===== config.mk =====
export PLATFORM = sky130hd
export DESIGN_NAME = sc_matrix_frame_compositor
export DESIGN_NICKNAME = d
export VERILOG_FILES = /design/src/rtl/sc_matrix_frame_compositor.sv
export SDC_FILE = /design/constraint.sdc
export NUM_CORES = 1
export LEC_CHECK = 0
export CORE_MARGIN = 2
export CORE_UTILIZATION = 50
export CTS_CLUSTER_DIAMETER = 50
export DETAILED_ROUTE_END_ITERATION = 10
export GPL_ROUTABILITY_DRIVEN = 0
export PLACE_DENSITY = 0.66
export SYNTH_ARGS = -nofsm -noshare
export SYNTH_HDL_FRONTEND = slang
export SYNTH_SLANG_ARGS = --single-unit

===== constraint.sdc =====
create_clock -name SC_FRAMECOMP_CLOCK_50 -period 4.39 [get_ports SC_FRAMECOMP_CLOCK_50]
set_input_delay 0.439 -clock SC_FRAMECOMP_CLOCK_50 [delete_from_list [all_inputs] [get_ports SC_FRAMECOMP_CLOCK_50]]
set_output_delay 0.439 -clock SC_FRAMECOMP_CLOCK_50 [all_outputs]
set_load 0.02 [all_outputs]

===== src/rtl/sc_matrix_frame_compositor.sv =====
// Double-buffered bit-plane compositor for the 8x8 MAX7219 game display: back-buffer row writes,
// frame-synchronous swap, column-transposed readout and a post-swap collision/goal scan.
module sc_matrix_frame_compositor #(
  parameter int ROWS   = 8,
  parameter int COLS   = 8,
  parameter int LAYERS = 3,
  parameter int AW     = 3
) (
  input  logic              SC_FRAMECOMP_CLOCK_50,
  input  logic              SC_FRAMECOMP_RESET_InLow,
  input  logic [LAYERS-1:0] SC_FRAMECOMP_wrLayer_In,
  input  logic [AW-1:0]     SC_FRAMECOMP_wrRow_In,
  input  logic [COLS-1:0]   SC_FRAMECOMP_wrData_In,
  input  logic              SC_FRAMECOMP_swap_In,
  input  logic [1:0]        SC_FRAMECOMP_mode_In,
  input  logic [AW-1:0]     SC_FRAMECOMP_dispAddr_In,
  output logic [ROWS-1:0]   SC_FRAMECOMP_dispData_Out,
  output logic              SC_FRAMECOMP_swapReady_Out,
  output logic              SC_FRAMECOMP_swapPending_Out,
  output logic              SC_FRAMECOMP_checkDone_Out,
  output logic              SC_FRAMECOMP_collision_Out,
  output logic              SC_FRAMECOMP_goal_Out
);

  localparam bit HAS_GOAL   = (LAYERS >= 3);
  localparam int GOAL_LAYER = HAS_GOAL ? 2 : 0;

  typedef enum logic [1:0] {IDLE, PENDING, SCAN, DONE} stateT;

  stateT state, nextState;

  logic [1:0][LAYERS-1:0][ROWS-1:0][COLS-1:0] frameBuf;
  logic            frontSel, backSel;
  logic [AW-1:0]   prevAddr, scanRow;
  logic            hitAcc, goalAcc, rowHit, rowGoal;
  logic            boundary, lastRow, wrEnable;
  logic [COLS-1:0] orRow, compRow;
  logic [ROWS-1:0] dispNext;

  assign backSel  = ~frontSel;
  assign boundary = (prevAddr == AW'(COLS - 1)) && (SC_FRAMECOMP_dispAddr_In == '0);
  assign lastRow  = (scanRow == AW'(ROWS - 1));
  assign wrEnable = (state != PENDING);

  assign SC_FRAMECOMP_swapReady_Out   = (state == IDLE);
  assign SC_FRAMECOMP_swapPending_Out = (state == PENDING);

  // NOTE: sequential state uses <= so every register samples the pre-edge values.
  always_ff @(posedge SC_FRAMECOMP_CLOCK_50 or negedge SC_FRAMECOMP_RESET_InLow) begin
    if (!SC_FRAMECOMP_RESET_InLow) state <= IDLE;
    else                           state <= nextState;
  end

  // NOTE: every variable written in always_comb gets a default first, so no path infers a latch.
  always_comb begin
    nextState = state;
    unique case (state)
      IDLE:    if (SC_FRAMECOMP_swap_In) nextState = PENDING;
      PENDING: if (boundary)             nextState = SCAN;
      SCAN:    if (lastRow)              nextState = DONE;
      DONE:                              nextState = IDLE;
    endcase
  end

  // NOTE: the buffers are reset like ordinary state so the first displayed frame is blank, not X.
  always_ff @(posedge SC_FRAMECOMP_CLOCK_50 or negedge SC_FRAMECOMP_RESET_InLow) begin
    if (!SC_FRAMECOMP_RESET_InLow) begin
      frameBuf <= '0;
    end else if (wrEnable) begin
      for (int l = 0; l < LAYERS; l++)
        for (int r = 0; r < ROWS; r++)
          if (SC_FRAMECOMP_wrLayer_In[l] && SC_FRAMECOMP_wrRow_In == AW'(r))
            frameBuf[backSel][l][r] <= SC_FRAMECOMP_wrData_In;
    end
  end

  // Overlap test for the row under the scan counter, always on the current front frame.
  always_comb begin
    rowHit  = 1'b0;
    rowGoal = 1'b0;
    for (int r = 0; r < ROWS; r++) begin
      if (scanRow == AW'(r)) begin
        rowHit  = |(frameBuf[frontSel][0][r] & frameBuf[frontSel][1][r]);
        rowGoal = HAS_GOAL && |(frameBuf[frontSel][0][r] & frameBuf[frontSel][GOAL_LAYER][r]);
      end
    end
  end

  always_ff @(posedge SC_FRAMECOMP_CLOCK_50 or negedge SC_FRAMECOMP_RESET_InLow) begin
    if (!SC_FRAMECOMP_RESET_InLow) begin
      frontSel                   <= 1'b0;
      scanRow                    <= '0;
      hitAcc                     <= 1'b0;
      goalAcc                    <= 1'b0;
      SC_FRAMECOMP_checkDone_Out <= 1'b0;
      SC_FRAMECOMP_collision_Out <= 1'b0;
      SC_FRAMECOMP_goal_Out      <= 1'b0;
    end else begin
      SC_FRAMECOMP_checkDone_Out <= 1'b0;
      unique case (state)
        PENDING: if (boundary) begin
          frontSel <= ~frontSel;
          scanRow  <= '0;
          hitAcc   <= 1'b0;
          goalAcc  <= 1'b0;
        end
        SCAN: begin
          hitAcc  <= hitAcc | rowHit;
          goalAcc <= goalAcc | rowGoal;
          scanRow <= scanRow + 1'b1;
        end
        DONE: begin
          SC_FRAMECOMP_collision_Out <= hitAcc;
          SC_FRAMECOMP_goal_Out      <= goalAcc;
          SC_FRAMECOMP_checkDone_Out <= 1'b1;
        end
        default: ;
      endcase
    end
  end

  // Transpose: row r of the composite frame becomes bit ROWS-1-r of the column word.
  always_comb begin
    dispNext = '0;
    orRow    = '0;
    compRow  = '0;
    for (int r = 0; r < ROWS; r++) begin
      orRow = '0;
      for (int l = 0; l < LAYERS; l++) orRow = orRow | frameBuf[frontSel][l][r];
      unique case (SC_FRAMECOMP_mode_In)
        2'b00: compRow = orRow;
        2'b01: compRow = frameBuf[frontSel][0][r];
        2'b10: compRow = '0;
        2'b11: compRow = ~orRow;
      endcase
      for (int a = 0; a < COLS; a++)
        if (SC_FRAMECOMP_dispAddr_In == AW'(a)) dispNext[ROWS-1-r] = compRow[COLS-1-a];
    end
  end

  always_ff @(posedge SC_FRAMECOMP_CLOCK_50 or negedge SC_FRAMECOMP_RESET_InLow) begin
    if (!SC_FRAMECOMP_RESET_InLow) begin
      SC_FRAMECOMP_dispData_Out <= '0;
      prevAddr                  <= '0;
    end else begin
      SC_FRAMECOMP_dispData_Out <= dispNext;
      prevAddr                  <= SC_FRAMECOMP_dispAddr_In;
    end
  end

endmodule


# Yosys cells after proc, flatten, opt, wreduce, memory -nomap -nowiden
# Index checks and enable logic that the tools add are counted.
# totals
regBits	406
in_bits	22
output_inout_bits	13
elab_cells	407
# op_classes
add_sub_neg	1
n_lt_le_gt_ge	3
n_eq_ne	32
mux	219
bitwise_logic	43
reduce_logical	51
# ops
cell	n
two-way mux 384 bit	47
bitwise mux 384 bit	24
demux 192 bit (select 1 bit)	24
two-way mux 192 bit	3
case mux 8 bit (4 select lines)	8
two-way mux 184 bit	1
two-way mux 176 bit	1
two-way mux 168 bit	1
two-way mux 160 bit	1
two-way mux 152 bit	1
two-way mux 144 bit	1
two-way mux 136 bit	1
AND 8 bit	16
two-way mux 128 bit	1
bitwise OR 8 bit	16
OR reduction 8 bit	16
two-way mux 120 bit	1
two-way mux 112 bit	1
two-way mux 104 bit	1
two-way mux 96 bit	1
two-way mux 88 bit	1
two-way mux 1 bit	82
two-way mux 80 bit	1
two-way mux 72 bit	1
other kinds (32)	98

# Depth between registers and ports, before layout
# depth
word_depth	76
ltp_mapped	11
mapped_depth_nobuf	8

# Worst setup path after synthesis
# OpenSTA, ideal clock, no wires.
# synth_timing
kind	reg2reg
from	reg state[0]
to	reg frameBuf[216] (netlist bit)
setup_ps	125
t_arrival_ps	2136
required_time_ps	4265
setup_slack_ps	2129
path_stages_with_launch	7
path_buffers	2
synth_period_minus_slack_ps	2261
cell_sequence	dfrtp_1 > ha_1 > clkbuf_1 > or3b_2 > buf_2 > nor2_2 > mux2_2
# synth_via
elab_chain_len	1
# synth_rtl
item	line	text
start: declaration	30	stateT state, nextState;
start signal: assignment	51	else state <= nextState;
!= test 2 x 1 -> 1 bit	43	assign wrEnable = (state != PENDING);
end signal: indexed assignment	73	frameBuf[backSel][l][r] <= SC_FRAMECOMP_wrData_In;
end: declaration	32	logic [1:0][LAYERS-1:0][ROWS-1:0][COLS-1:0] frameBuf;
# No other way between the ends.
# A chain may end at the register's enable or synchronous reset.

# Worst setup path in the final report
# layout_timing
from	reg frontSel
to	reg goalAcc
# layout_via
elab_chain_len	14
elab_cells_between_ends	28
classes_between	mux (11); bitwise (9); reduce/logical (8)
# layout_rtl
item	line	text
start: declaration	33	logic frontSel, backSel;
start signal: assignment	102	frontSel <= ~frontSel;
two-way mux 192 bit (implied by the code) (*) (2 in series)	84	rowGoal = HAS_GOAL && |(frameBuf[frontSel][0][r] & frameBuf[frontSel][GOAL_LAYER][r]);
AND 8 bit	84	
OR reduction 8 bit	84	
two-way mux 1 bit (7 in series)	82	if (scanRow == AW'(r)) begin
two-way mux 1 bit (*)	82	
bitwise OR 1 bit (*)	109	goalAcc <= goalAcc | rowGoal;
case mux 1 bit (2 select lines) (*)	100	unique case (state)
end signal: assignment	109	
end: declaration	35	logic hitAcc, goalAcc, rowHit, rowGoal;
# Mark *: on every way between the ends. The rest lies on a longest branch, timed or not. The select of a mux whose other input is x is not followed.

==> results.txt <==
The flow ran to the end, and the final reports show no timing, DRC or antenna violations. The final critical path takes up 72.0% of the cycle. The floorplan step defined a die boundary enclosing around 43000 µm². By count the netlist is led by sky130_fd_sc_hd__dfrtp_1 (406), sky130_fd_sc_hd__mux2_2 (390), sky130_fd_sc_hd__mux2i_1 (100). Setup repair after global routing left no endpoint under its margin. The top-level I/O count came out at 35. The number of sinks driven by the clock tree came out at slightly above 400. The H-tree was split into 2 levels.

The total count of max-transition violations in the final report came out at 0. By area the synthesized netlist is led by sky130_fd_sc_hd__dfrtp_1 (49%), sky130_fd_sc_hd__mux2_2 (21%), sky130_fd_sc_hd__mux2i_1 (4.8%), sky130_fd_sc_hd__a21oi_1 (1.8%), sky130_fd_sc_hd__a22oi_1 (1.6%). The first global-routing pass estimated between 90000 and 100000 µm of wire. The share of synthesized flip-flops with an asynchronous set or reset came out at 100%.

The largest area contributor in the synthesized netlist is sky130_fd_sc_hd__dfrtp_1. The reported leakage power is 9.66 nW. TritonCTS built the clock tree.

The cell that appears most often on the critical path is sky130_fd_sc_hd__o22ai_1. The critical path ends at goalAcc$_DFFE_PN0P_. The number of standard cells after synthesis came out at 1757. The final hold violation count is 0. The number of port buffers is 34. The non-filler instance count after layout came out at around 2.3k. The peak ir drop on the vdd network is roughly 0.4 mV.

During synthesis, Yosys emitted a total of 0 warnings. The min-delay analysis places its worst path in the category in2async. The number of detailed-route iterations in the first pass came out at 5. Per report_power, the clock group accounts for 24.0% of the total. The setup path with the least slack is of type reg2reg. The worst-case headroom to the max-slew limit is 20.3%. The starting DRC count in detailed routing is 1533.

The per-cell via count in the routed design came out at 6.45. The maximum clock frequency came out at around 0.32 GHz. The slew at the pin with the worst max-slew slack is between 1 and 1.5 ns. For this run, design rule violations remaining after detail routing come to 0. The total net switching power is 6.23 mW.

In the final layout, the share of cells above drive strength 1 is 30.5%. Once the floorplan was initialized, standard cells occupied 50.8% of the core. The critical path goes through buf_12 -> mux2i_1 -> o22ai_1 -> o311ai_0 -> nand2_1 -> a21oi_1 -> o22ai_1. The layout overhead on the synthesized area came out at 10.5%. The buffer type at the clock tree root is sky130_fd_sc_hd__clkbuf_16. The top cell type's share of synthesized area is 48.7%.

The number of library cell types mapped by synthesis is 75. In this run the number of cells on the critical path is 7. The worst setup path is launched from a register.

The post-cts sizing count came out at 0. The design internal power is 10.8 mW. The worst setup path is captured at a register. The total clock buffers created by CTS is 46. The post-synthesis area per instance came out at 11.9 µm². For the worst flop-to-flop path, the logic depth is 7. Power spread over the standard cell area amounts to approximately 740 nW/µm².

The number of antenna violations at the first check in global routing is 0. In this run the cell area of the synthesized design comes to approximately 21000 µm². The wire length per cell came out at 24.8 µm. The combinational share of power is 35.5%.

The largest net degree at the start of global routing is 109. The largest stage delay on the critical path came out at 1.04 ns. The final-report setup violation count is 0. In this run the critical register-to-register path is captured at goalAcc$_DFFE_PN0P_.

The buffering stage count on the worst path with inverters included is 1. The cell count after placement came out at 2228. The internal reg-to-reg setup slack came out at 1.23 ns. After layout, the minimum clock period comes to 3.16 ns. The number of enable flip-flop cells after synthesis is 0. For the worst setup path, the data required time is between 4 and 5 ns. Row generation in the floorplan step produced 74 rows. The die span in y is between 200 and 250 µm. The standard cell core area is 41000 µm².

The area taken by multi-input logic gates is 10000 µm². The data arrival time of the worst path came out at 3.61 ns. Synthesis inferred roughly 410 register bits. The layout has about 3.4k filler cells.

In the post-synthesis netlist, the cell with the most instances is sky130_fd_sc_hd__dfrtp_1. Of the total power, the share spent switching nets is about 36%. The count of inserted antenna diode cells came out at 0. The count of nets left with antenna violations after detail routing came out at 0.

The insertion delay of the later-clocked pin in the worst-skew pair came out at 0.60 ns. Among all stages on the critical path, the largest delay is contributed by sky130_fd_sc_hd__dfrtp_4. The vias after detailed routing came out at 14.9k. The final layout contains 1777 nets. The via count of the first global-routing pass is 14.9k. The detailed-placement wirelength estimate is 37700 µm. After clock tree synthesis, the clock-pin slew on the worst setup and hold paths is 0.06 ns. The number of max-cap violations is 0. The total area of sequential cells is 10200 µm². The critical register-to-register path startpoint is frontSel$_DFFE_PN0P_.

The aggregate global-route resource usage came out at 26.8%. Tracing the worst setup path back leads to its startpoint at frontSel$_DFFE_PN0P_. The maximum net fanout on the critical path came out at around 70. Among cell families on the critical path, the largest total delay comes from flip-flops. The most frequently used flop master after synthesis is sky130_fd_sc_hd__dfrtp_1. The total negative setup slack came out at 0 ns. The worst setup skew after layout is about 0.021 ns.

The post-synthesis net count came out at 1789. The post-detailed-routing wire length is 57400 µm. The share of the yosys chip area belonging to registers came out at 48.7%. The total overflow left after global routing is 0. The number of buffers between clock root and the deepest sink came out at 3. The register share of total power is 40.5%. In this run the horizontal extent of the chip is 208 µm.
==> worst register-to-register path: stages, from the launching register on <==
cell,delay [ns]
sky130_fd_sc_hd__dfrtp_4,1.04
sky130_fd_sc_hd__buf_12,0.41
sky130_fd_sc_hd__mux2i_1,0.41
sky130_fd_sc_hd__o22ai_1,0.15
sky130_fd_sc_hd__o311ai_0,0.62
sky130_fd_sc_hd__nand2_1,0.13
sky130_fd_sc_hd__a21oi_1,0.17
sky130_fd_sc_hd__o22ai_1,0.10
==> sequential cells by signal (all words and copies together), names as in the netlist <==
name	flops
frameBuf	384
SC_FRAMECOMP_dispData_Out	8
prevAddr	3
scanRow	3
state	2
SC_FRAMECOMP_checkDone_Out	1
SC_FRAMECOMP_collision_Out	1
SC_FRAMECOMP_goal_Out	1
frontSel	1
goalAcc	1
hitAcc	1
==> metrics by stage <==
| stage | total power, mW | utilization, % | worst slack, ns | hold WS [ns] | instance area [µm²] |
|---|---|---|---|---|---|
| final | 17.1 | 56.2 | 1.23 | 0.486 | 23000 |
| after global routing | 18.0 | 56.2 | 1.12 | 0.516 | 23000 |
| after CTS | 17.0 | 56.2 | 1.32 | 0.505 | 23000 |
| after detailed placement | 12.9 | 52.2 | 1.25 | 0.492 | 21400 |
| after global placement | 12.7 | 52.2 | 1.26 | 0.480 | 21400 |
| after floorplan | 11.2 | - | 2.13 | 0.143 | 20900 |
==> cell type report <==
cell class              count  share of cell area, %
inverters                  14                  0.228
clock buffers              64                   5.73
flip-flops and latches    406                   44.1
well taps                 532                   2.89
multi-input cells        1224                   43.6
repair buffers             53                   2.18
clock inverters            17                   1.22
==> layer usage <==
| layer | track usage (%) | routed length (µm) | share of wire (%) | vias to the layer above |
|---|---|---|---|---|
| met5 | 0 | 0 | 0 | - |
| met4 | 10.2 | 1920 | 3.4 | 0 |
| met3 | 4.51 | 3600 | 6.3 | 114 |
| met2 | 41.7 | 26100 | 46 | 517 |
| met1 | 37.7 | 25700 | 45 | 7668 |
| li1 | - | - | - | 6594 |
==> power by group through the flow <==
stage          Combinational [mW]  Clock (mW)  Sequential (mW)
2_1_floorplan                4.85           0             6.32
3_3_place_gp                 5.84           0             6.88
3_5_place_dp                 5.99           0             6.93
4_1_cts                      6.00        4.15             6.88
5_1_grt                      6.56        4.31             7.14
6_report                     6.06        4.09             6.91
==> cell usage in the layout (no fill, tap or decap), drive strengths merged, types with 7 or more instances in the layout <==
| master | instances |
|---|---|
| nor3b | 11 |
| buf | 29 |
| o32ai | 19 |
| bufinv | 7 |
| o21ai | 59 |
| dfrtp | 406 |
| a32oi | 10 |
| clkbuf | 64 |
| o2111ai | 7 |
| nand2b | 18 |
| o21a | 20 |
| inv | 17 |
| a21oi | 75 |
| a22oi | 44 |
| a222oi | 8 |
| a22o | 8 |
| clkdlybuf4s50 | 23 |
| a31oi | 25 |
| nand3b | 10 |
| o22ai | 26 |
| mux2i | 104 |
| nor2 | 100 |
| nand2 | 91 |
| nand3 | 23 |
| nor3 | 39 |
| o211ai | 8 |
| nand4 | 10 |
| a221oi | 9 |
| mux2 | 393 |
| ha | 10 |
| o31ai | 28 |
==> how the worst min path moves through the flow <==
stage | startpoint | to | slack, ns | cells after the start
after floorplan | SC_FRAMECOMP_RESET_InLow | SC_FRAMECOMP_checkDone_Out$_DFF_PN0_ | 0.14 | 0
after global placement | frameBuf[15]$_DFFE_PN0P_ | frameBuf[15]$_DFFE_PN0P_ | 0.48 | 1
after detailed placement | frameBuf[8]$_DFFE_PN0P_ | frameBuf[8]$_DFFE_PN0P_ | 0.49 | 1
after CTS | SC_FRAMECOMP_RESET_InLow | frameBuf[199]$_DFFE_PN0P_ | 0.51 | 2
after global routing | frameBuf[8]$_DFFE_PN0P_ | frameBuf[8]$_DFFE_PN0P_ | 0.52 | 1
final | SC_FRAMECOMP_RESET_InLow | frameBuf[199]$_DFFE_PN0P_ | 0.49 | 2
==> cells by family after synthesis <==
group / Yosys count / share of synthesized area, %
compound gates: 386 / 12.7
xor+xnor: 2 / 0.0840
buf+inv: 127 / 3.11
fa+ha+maj: 10 / 0.600
simple gates: 329 / 8.33
flops: 406 / 48.7
mux: 497 / 26.4
==> repair_timing <==
action | 4_1_cts | 5_1_grt
setup buffers | 0 | 0
hold endpoints to repair | 104 | 0
hold buffers | 1 | 0
Note: power is estimated with default switching activity, not from simulation.
